<file path="src/rtl/key_pkg.sv">
// Shared types for the key conditioner: per-channel FSM state and counter sizing.
package key_pkg;

  typedef enum logic [1:0] {
    IDLE      = 2'd0,
    PRESS_DEB = 2'd1,
    HELD      = 2'd2,
    REL_DEB   = 2'd3
  } key_state_t;

  // Counter must hold CNT_LONG only when the long-press timer is built.
  function automatic int cnt_width(input int deb, input int lng, input bit long_en);
    int m;
    m = (long_en && (lng > deb)) ? lng : deb;
    return (m < 1) ? 1 : $clog2(m + 1);
  endfunction

endpackage

</file>
<file path="src/rtl/key_chan.sv">
// One key channel: 2-flop synchroniser, debounce FSM, press/release/long pulses; pin-to-press CNT_DEB+3 cycles.
// Long-press timing is built only when KEY_LONG_PRESS_EN is defined; otherwise key_long stays 0.
module key_chan
  import key_pkg::*;
#(
  parameter int CNT_DEB    = 249999,
  parameter int CNT_LONG   = 49999999,
  parameter int ACTIVE_LOW = 1
) (
  input  logic clk,
  input  logic rst_n,
  input  logic key,
  output logic key_press,
  output logic key_release,
  output logic key_long,
  output logic key_level
);

`ifdef KEY_LONG_PRESS_EN
  localparam bit LONG_EN = 1'b1;
`else
  localparam bit LONG_EN = 1'b0;
`endif

  localparam int             CW       = cnt_width(CNT_DEB, CNT_LONG, LONG_EN);
  localparam logic [CW-1:0]  DEB_LAST = CW'(CNT_DEB - 1);
  localparam logic           REL_LVL  = (ACTIVE_LOW != 0);

  logic [1:0]    sync;
  logic          p;
  key_state_t    state;
  logic [CW-1:0] cnt;

  // Sync flops idle at the released pin level so reset never looks like a press.
  always_ff @(posedge clk or negedge rst_n) begin
    if (!rst_n) sync <= {2{REL_LVL}};
    else        sync <= {sync[0], key};
  end

  assign p = sync[1] ^ REL_LVL;

`ifdef KEY_LONG_PRESS_EN
  localparam logic [CW-1:0] LONG_MAX  = CW'(CNT_LONG);
  localparam logic [CW-1:0] LONG_LAST = CW'(CNT_LONG - 1);
  logic long_done;
`endif

  always_ff @(posedge clk or negedge rst_n) begin
    if (!rst_n) begin
      state       <= IDLE;
      cnt         <= '0;
      key_press   <= 1'b0;
      key_release <= 1'b0;
      key_level   <= 1'b0;
`ifdef KEY_LONG_PRESS_EN
      key_long    <= 1'b0;
      long_done   <= 1'b0;
`endif
    end else begin
      key_press   <= 1'b0;
      key_release <= 1'b0;
`ifdef KEY_LONG_PRESS_EN
      key_long    <= 1'b0;
`endif
      case (state)
        IDLE: begin
          if (p) begin
            state <= PRESS_DEB;
            cnt   <= '0;
          end
        end
        PRESS_DEB: begin
          if (!p) begin
            state <= IDLE;
            cnt   <= '0;
          end else if (cnt == DEB_LAST) begin
            state     <= HELD;
            cnt       <= '0;
            key_press <= 1'b1;
            key_level <= 1'b1;
          end else begin
            cnt <= cnt + 1'b1;
          end
        end
        HELD: begin
          if (!p) begin
            state <= REL_DEB;
            cnt   <= '0;
          end
`ifdef KEY_LONG_PRESS_EN
          else begin
            if (cnt != LONG_MAX) cnt <= cnt + 1'b1;
            if ((cnt == LONG_LAST) && !long_done) begin
              key_long  <= 1'b1;
              long_done <= 1'b1;
            end
          end
`endif
        end
        REL_DEB: begin
          // A bounce back to pressed resumes the same press; long_done is kept.
          if (p) begin
            state <= HELD;
            cnt   <= '0;
          end else if (cnt == DEB_LAST) begin
            state       <= IDLE;
            cnt         <= '0;
            key_release <= 1'b1;
            key_level   <= 1'b0;
`ifdef KEY_LONG_PRESS_EN
            long_done   <= 1'b0;
`endif
          end else begin
            cnt <= cnt + 1'b1;
          end
        end
        default: begin
          state <= IDLE;
          cnt   <= '0;
        end
      endcase
    end
  end

`ifndef KEY_LONG_PRESS_EN
  assign key_long = 1'b0;
`endif

endmodule

</file>
<file path="src/rtl/key_filter_multi.sv">
// KEY_NUM independent debounced key channels; all outputs registered, pin-to-press CNT_DEB+3 cycles.
// Long-press pulses only when KEY_LONG_PRESS_EN is defined.
module key_filter_multi
  import key_pkg::*;
#(
  parameter int KEY_NUM    = 4,
  parameter int CNT_DEB    = 249999,
  parameter int CNT_LONG   = 49999999,
  parameter int ACTIVE_LOW = 1
) (
  input  logic               clk,
  input  logic               rst_n,
  input  logic [KEY_NUM-1:0] key,
  output logic [KEY_NUM-1:0] key_press,
  output logic [KEY_NUM-1:0] key_release,
  output logic [KEY_NUM-1:0] key_long,
  output logic [KEY_NUM-1:0] key_level
);

  for (genvar i = 0; i < KEY_NUM; i++) begin : g_chan
    key_chan #(
      .CNT_DEB    (CNT_DEB),
      .CNT_LONG   (CNT_LONG),
      .ACTIVE_LOW (ACTIVE_LOW)
    ) u_chan (
      .clk         (clk),
      .rst_n       (rst_n),
      .key         (key[i]),
      .key_press   (key_press[i]),
      .key_release (key_release[i]),
      .key_long    (key_long[i]),
      .key_level   (key_level[i])
    );
  end

endmodule

</file>
<file path="config.mk">
export PLATFORM = sky130hd
export DESIGN_NAME = key_filter_multi
export DESIGN_NICKNAME = d
export VERILOG_FILES = /design/src/rtl/key_pkg.sv /design/src/rtl/key_chan.sv /design/src/rtl/key_filter_multi.sv
export SDC_FILE = /design/constraint.sdc
export NUM_CORES = 1
export LEC_CHECK = 0
export CAP_MARGIN = 20
export CORE_UTILIZATION = 55
export CTS_CLUSTER_SIZE = 12
export DETAILED_ROUTE_END_ITERATION = 8
export GPL_ROUTABILITY_DRIVEN = 0
export PLACE_DENSITY = 0.83
export SLEW_MARGIN = 15
export SYNTH_ARGS = -nofsm -noshare
export SYNTH_HDL_FRONTEND = slang
export SYNTH_SLANG_ARGS = --single-unit
</file>
<file path="constraint.sdc">
create_clock -name clk -period 2.15 [get_ports clk]
set_input_delay 0.215 -clock clk [delete_from_list [all_inputs] [get_ports clk]]
set_output_delay 0.215 -clock clk [all_outputs]
set_load 0.1 [all_outputs]
</file>
==> flow_summary.json, run 1 <==
{
  "die_h_um": 100.7,
  "setup_violations": 0,
  "clk_pin_slew_ns": 0.09,
  "yosysWarnings": 0,
  "track_usage_pct": 22.77,
  "hold_violations": 0,
  "endpoint_kind": "flip-flop",
  "fin_tns_setup_ns": 0,
  "coreArea_sq_mm": 0.009328,
  "syn_inst": 578,
  "clock-sinks": 100,
  "cp-start-kind": "flip-flop",
  "drive_gt1_share_pct": 12.44,
  "postPlaceCellArea_sq_mm": 0.005572,
  "synthTopCellsByArea": "dfrtp_1, nand2_1, nand3_1",
  "clock_latency_ns": 0.38,
  "cts_root_buf": "clkbuf_8",
  "worstSetupPathType": "reg2reg",
  "cp_data_arrival_time_ns": 2.28,
  "hold_class": "in2reg",
  "synthTopCellsByCount": "dfrtp_1, nand2_1, nand3_1",
  "antenna_found_initial": 0,
  "yosysMostFrequentCell": "dfrtp_1",
  "synth_seq_cells": 100,
  "via_count": 4323,
  "rrSetupSlack_ns": 0.13,
  "fp.dieW_um": 100.7,
  "area_delta_synth_final_pct": 7.919,
  "syn-cell-area_sq_mm": 0.005356,
  "whs_ns": 0.2354,
  "fp.dieArea_sq_mm": 0.01014,
  "maxCapViolations": 0,
  "p_leak_nw": 2.524,
  "grt_setup_unrepaired": "no",
  "ys_types": 71,
  "yosysTopAreaCell": "dfrtp_1",
  "n_antenna_cell": 0,
  "vias_per_cell": 5.971,
  "worst_slack_ns": 0.1309,
  "rr_worst_depth": 7,
  "postRouteAntennaNets": 0,
  "worstMarginPinSlew_ns": 0.8514,
  "fmaxAchievable_mhz": 495.3,
  "cp_max_fo": 15,
  "timing.slew.headroom_pct": 43.03,
  "path_delay_family": "simple AND/OR/NAND/NOR gates",
  "grt_pass1_wl_mm": 18.34,
  "min-delay-start": "key[2]",
  "avgSynthCellArea_sq_um": 9.267,
  "wl_per_cell_um": 14.80,
  "r2r-end": "g_chan[2].u_chan.cnt[15]",
  "synth_ff_type": "dfrtp_1",
  "grt_start_max_net_pins": 63,
  "hpwl_mm": 7.622,
  "final_cell_count_no_fill": 724,
  "timing.final.crit_share_pct": 93.91,
  "fillers": 767,
  "h-tree-depth": 3,
  "start_util_pct": 57.42,
  "whs_path_depth": 1,
  "cts_setup_buffers": 0,
  "status": "finished clean",
  "power_mw": 3.789,
  "worst_hold_path.endpoint": "g_chan[2].u_chan.sync[0]",
  "final_cell_area_sq_mm": 0.005781,
  "ir_drop_mv": 0.4288,
  "portBuffers": 17,
  "cts_made_buffers": 9,
  "wl_mm": 10.72,
  "place_worst_setup_slack_ns": 0.1171,
  "cts_buffer_depth": 2,
  "async_flop_share_pct": 100.0,
  "utilization_pct": 61.97,
  "fin_worst_skew_ns": 0.01746,
  "tritoncts": "yes",
  "ys_seq_area_share_pct": 46.90,
  "max_stage_delay_ns": 0.51,
  "final_nets": 604,
  "cpMaxStageDelayCell": "or4_4",
  "cp.buffers_inverters": 1,
  "slew_violations": 0,
  "timing.rr.start": "g_chan[2].u_chan.cnt[0]",
  "period_needed_ns": 2.019,
  "dpl.cell_count": 707,
  "grt-ovfl-total": 0,
  "synth-edff-count": 0,
  "crit_chain": "inv_1 -> ha_1 -> nand2_1 -> or4_4 -> o21ai_4 -> o21ai_2 -> mux2_2",
  "synth_top_area_share_pct": 42.98,
  "grt_pass1_vias": 4183,
  "io_pins": 22,
  "drc": 0,
  "drtIter0Drc": 290,
  "row_count": 35,
  "required_ns": 2.42,
  "powerDensity_mw_per_mm2": 655.5,
  "dr.pass1.iters": 5
}
metal layers:
| layer | GRT usage (%) | wire length (um) | vias to the layer above |
|---|---|---|---|
| li1 | - | - | 2099 |
| met1 | 28.46 | 4753 | 2060 |
| met2 | 37.78 | 5167 | 132 |
| met3 | 4.716 | 517 | 32 |
| met4 | 11.04 | 280 | 0 |
| met5 | 0 | 0 | - |
power by group:
part           internal, mW  switching, mW
clock                 0.551          0.665
combinational         0.172          0.373
sequential             1.94         0.0838
total                  2.67           1.12
cell usage in the layout, fill, tap and decap left out, types with 14 or more instances in the layout:
master   netlist  layout
a21o_1        15      14
or3_1         17      17
a21oi_1       17      17
buf_4         16      24
nand2_1       61      61
dfrtp_1       92      92
o21ai_0       35      35
nand4_1       22      22
nor4_1        18      18
nor2_1        43      43
inv_1         27      27
nand3_1       44      44
sequential cells by signal (all words and copies together), names as in the netlist, named ones only:
signal                     cells
g_chan.u_chan.key_level        4
g_chan.u_chan.sync             8
g_chan.u_chan.key_press        4
g_chan.u_chan.state            4
g_chan.u_chan.cnt             72
g_chan.u_chan.key_release      4
worst max-delay path by stage:
stage | start | end | slack, ns | cells after the start
after floorplan | g_chan[2].u_chan.cnt[0] | g_chan[2].u_chan.cnt[15] | 0.26 | 7
after global placement | g_chan[2].u_chan.cnt[0] | g_chan[2].u_chan.cnt[15] | 0.17 | 7
after detailed placement | g_chan[2].u_chan.cnt[0] | g_chan[2].u_chan.cnt[15] | 0.12 | 7
after CTS | g_chan[2].u_chan.cnt[0] | g_chan[2].u_chan.cnt[15] | 0.11 | 7
after global routing | g_chan[3].u_chan.sync[1] | g_chan[3].u_chan.cnt[15] | 0.002 | 6
final | g_chan[2].u_chan.cnt[0] | g_chan[2].u_chan.cnt[15] | 0.13 | 7
worst reg2reg max path, cell delays in order (launching register included):
cell and delay [ns]:
dfrtp_1 0.42, inv_1 0.07, ha_1 0.16, nand2_1 0.05
or4_4 0.51, o21ai_4 0.34, o21ai_2 0.10, mux2_2 0.27
timing repair:
| action | in CTS | in global routing |
|---|---|---|
| hold buffers | 1 | 0 |
| hold endpoints to repair | 22 | 0 |
| endpoints found under the setup margin | 0 | 2 |
| gates resized for setup | 0 | 1 |
cells by family after synthesis:
kind of cell / count (synthesis) / synth area share [%]
buffers and inverters: 59 / 5.583
muxes: 2 / 0.3971
and+or+nand+nor: 275 / 27.94
DFF: 100 / 46.90
other: 1 / 0.07001
adders and majority gates: 8 / 1.869
AOI/OAI and AO/OA: 113 / 13.83
xor gates and xnor gates: 20 / 3.411
area by class of cell:
cell class                 instances  area [sq um]  share of cell area, %
clock buffer                      10         127.6                  2.208
inverter                          27         101.3                  1.753
multi-input combinational        422          2557                  44.24
clock inverter                     6         70.07                  1.212
tap                              129         161.4                  2.792
timing repair buffer              30         250.2                  4.329
sequential                       100          2512                  43.46
Power figures use the tool's default switching activity.
==> inputs of run 2 (changes only) <==
CORE_UTILIZATION = 30   (was 55)
PLACE_DENSITY = 0.55   (was 0.83)
clock period = 2.1 ns   (was 2.15 ns; I/O delays follow)
==> flow_summary.json, run 2 (synthesis gave the netlist of run 1 again) <==
{
  "status": "finished clean",
  "cp-start-kind": "flip-flop",
  "fp.dieArea_sq_mm": 0.01839,
  "power_mw": 4.399,
  "cp_max_fo": 12,
  "cts_buffer_depth": 2,
  "max_stage_delay_ns": 0.46,
  "wl_mm": 11.53,
  "fmaxAchievable_mhz": 508.9,
  "crit_chain": "inv_1 -> ha_1 -> nand2_1 -> or4_4 -> o21ai_4 -> buf_12 -> o21ai_2 -> mux2_2",
  "dr.pass1.iters": 5,
  "seq_area_sq_mm": 0.002512,
  "clk_pin_slew_ns": 0.07,
  "cpMaxStageDelayCell": "or4_4",
  "fin_worst_skew_ns": 0.004646,
  "coreArea_sq_mm": 0.01736,
  "cp_data_arrival_time_ns": 2.21,
  "clock-sinks": 100,
  "largest_reg_flops": 72,
  "io_pins": 22,
  "ir_drop_mv": 0.3228,
  "fin_tns_setup_ns": 0,
  "multi_input_area_sq_mm": 0.002570,
  "period_needed_ns": 1.965,
  "vias_per_cell": 5.180,
  "drc": 0,
  "fp.dieW_um": 135.6,
  "area_delta_synth_final_pct": 14.04,
  "final_cell_count_no_fill": 830,
  "final_nets": 614,
  "slew_violations": 0,
  "die_h_um": 135.6,
  "antenna_found_initial": 0,
  "start_util_pct": 30.86,
  "hold_violations": 0,
  "cp.buffers_inverters": 2,
  "cts_root_buf": "clkbuf_16",
  "p_leak_nw": 2.624,
  "largest_register": "g_chan.u_chan.cnt",
  "portBuffers": 17,
  "drive_gt1_share_pct": 13.72,
  "track_usage_pct": 13.48,
  "grt_pass1_vias": 4190,
  "final_common_cell": "dfrtp_1",
  "hpwl_mm": 7.920,
  "drtIter0Drc": 311,
  "whs_ns": 0.2627,
  "cts_made_buffers": 9,
  "hold_class": "in2reg",
  "largestRegisters": "g_chan.u_chan.cnt x72, g_chan.u_chan.sync x8",
  "endpoint_kind": "flip-flop",
  "worstMarginPinSlew_ns": 0.8948,
  "row_count": 48,
  "grt-ovfl-total": 0,
  "tritoncts": "yes",
  "dpl.cell_count": 812,
  "setup_violations": 0,
  "timing.final.crit_share_pct": 93.57,
  "powerDensity_mw_per_mm2": 720.2,
  "h-tree-depth": 3,
  "fillers": 1750,
  "grt_setup_unrepaired": "no",
  "path_delay_family": "simple AND/OR/NAND/NOR gates",
  "via_count": 4299,
  "postRouteAntennaNets": 0,
  "worstSetupPathType": "reg2reg",
  "n_antenna_cell": 0,
  "wl_per_cell_um": 13.90,
  "timing.slew.headroom_pct": 40.13,
  "required_ns": 2.34,
  "final_cell_mix": "dfrtp_1, nand2_1, nand3_1",
  "maxCapViolations": 0,
  "grt_pass1_wl_mm": 19.71,
  "grt_start_max_net_pins": 47,
  "clock_latency_ns": 0.35
}
==> run 2: changes by cell type in the layout (fill, tap and decap cells not counted), sizes merged <==
cell and delta:
buf +10, clkinv -2, inv -3, clkbuf +3, clkinvlp +2
==> run 2: power breakdown <==
group          internal, mW  leakage [nW]  switching [mW]
Sequential             1.99          1.35          0.0760
Combinational         0.206          1.13           0.405
Clock                 0.990         0.142           0.730
==> run 2: path summary, 6_finish.rpt <==
check / start / cells past startpoint / to / slack, ns
setup / recovery: g_chan[2].u_chan.cnt[0] / 8 / g_chan[2].u_chan.cnt[15] / 0.13
hold / removal: key[1] / 1 / g_chan[1].u_chan.sync[0] / 0.26
setup reg to reg: g_chan[2].u_chan.cnt[0] / 8 / g_chan[2].u_chan.cnt[15] / 0.13
hold reg to reg: g_chan[1].u_chan.sync[0] / 0 / g_chan[1].u_chan.sync[1] / 0.36
max in group asynchronous: rst_n / 3 / g_chan[0].u_chan.sync[1] / 1.04
min in group asynchronous: rst_n / 2 / g_chan[1].u_chan.cnt[16] / 0.35
==> run 2: final cells by class <==
class                           instances  area share [%]
Clock inverter                          3          0.7374
Sequential cell                       100           41.13
Multi-Input combinational cell        422           42.07
Clock buffer                           13           4.261
Inverter                               27           1.659
Tap cell                              225           4.609
Timing Repair Buffer                   40           5.531
==> run 2: per-stage QoR <==
stage,instance area [sq um],setup slack [ns],util (%)
detailed placement,5759,0.06161,33.18
floorplan,5368,0.2118,-
global placement,5759,0.1139,33.18
global route,6108,0.03010,35.19
CTS,6075,0.03975,35.00
finish,6108,0.1350,35.19
==> run 2: worst reg2reg max path: stages (launching register included) <==
cell     delay, ns
dfrtp_1       0.42
inv_1         0.07
ha_1          0.16
nand2_1       0.07
or4_4         0.46
o21ai_4       0.20
buf_12        0.15
o21ai_2       0.06
mux2_2        0.26
==> run 2: routing by layer <==
| metal | routed length (um) | part of all wire (%) | track usage, % |
|---|---|---|---|
| met1 | 5413 | 47 | 17.07 |
| met2 | 5520 | 48 | 22.08 |
| met3 | 429 | 3.7 | 3.105 |
| met4 | 170 | 1.5 | 5.368 |
| met5 | 0 | 0 | 0 |
==> run 2: timing repair <==
| item | in CTS | in global routing |
|---|---|---|
| hold buffers | 1 | 0 |
| setup endpoints to repair | 0 | 13 |
| resized for setup | 0 | 3 |
| endpoints found under the hold margin | 29 | 0 |
| setup buffers | 0 | 1 |
==> inputs of run 3 (changes only) <==
CAP_MARGIN = 25   (was 20)
==> results of run 3 <==
Same layout as run 2: the final DEF is identical, and so are final timing and power.
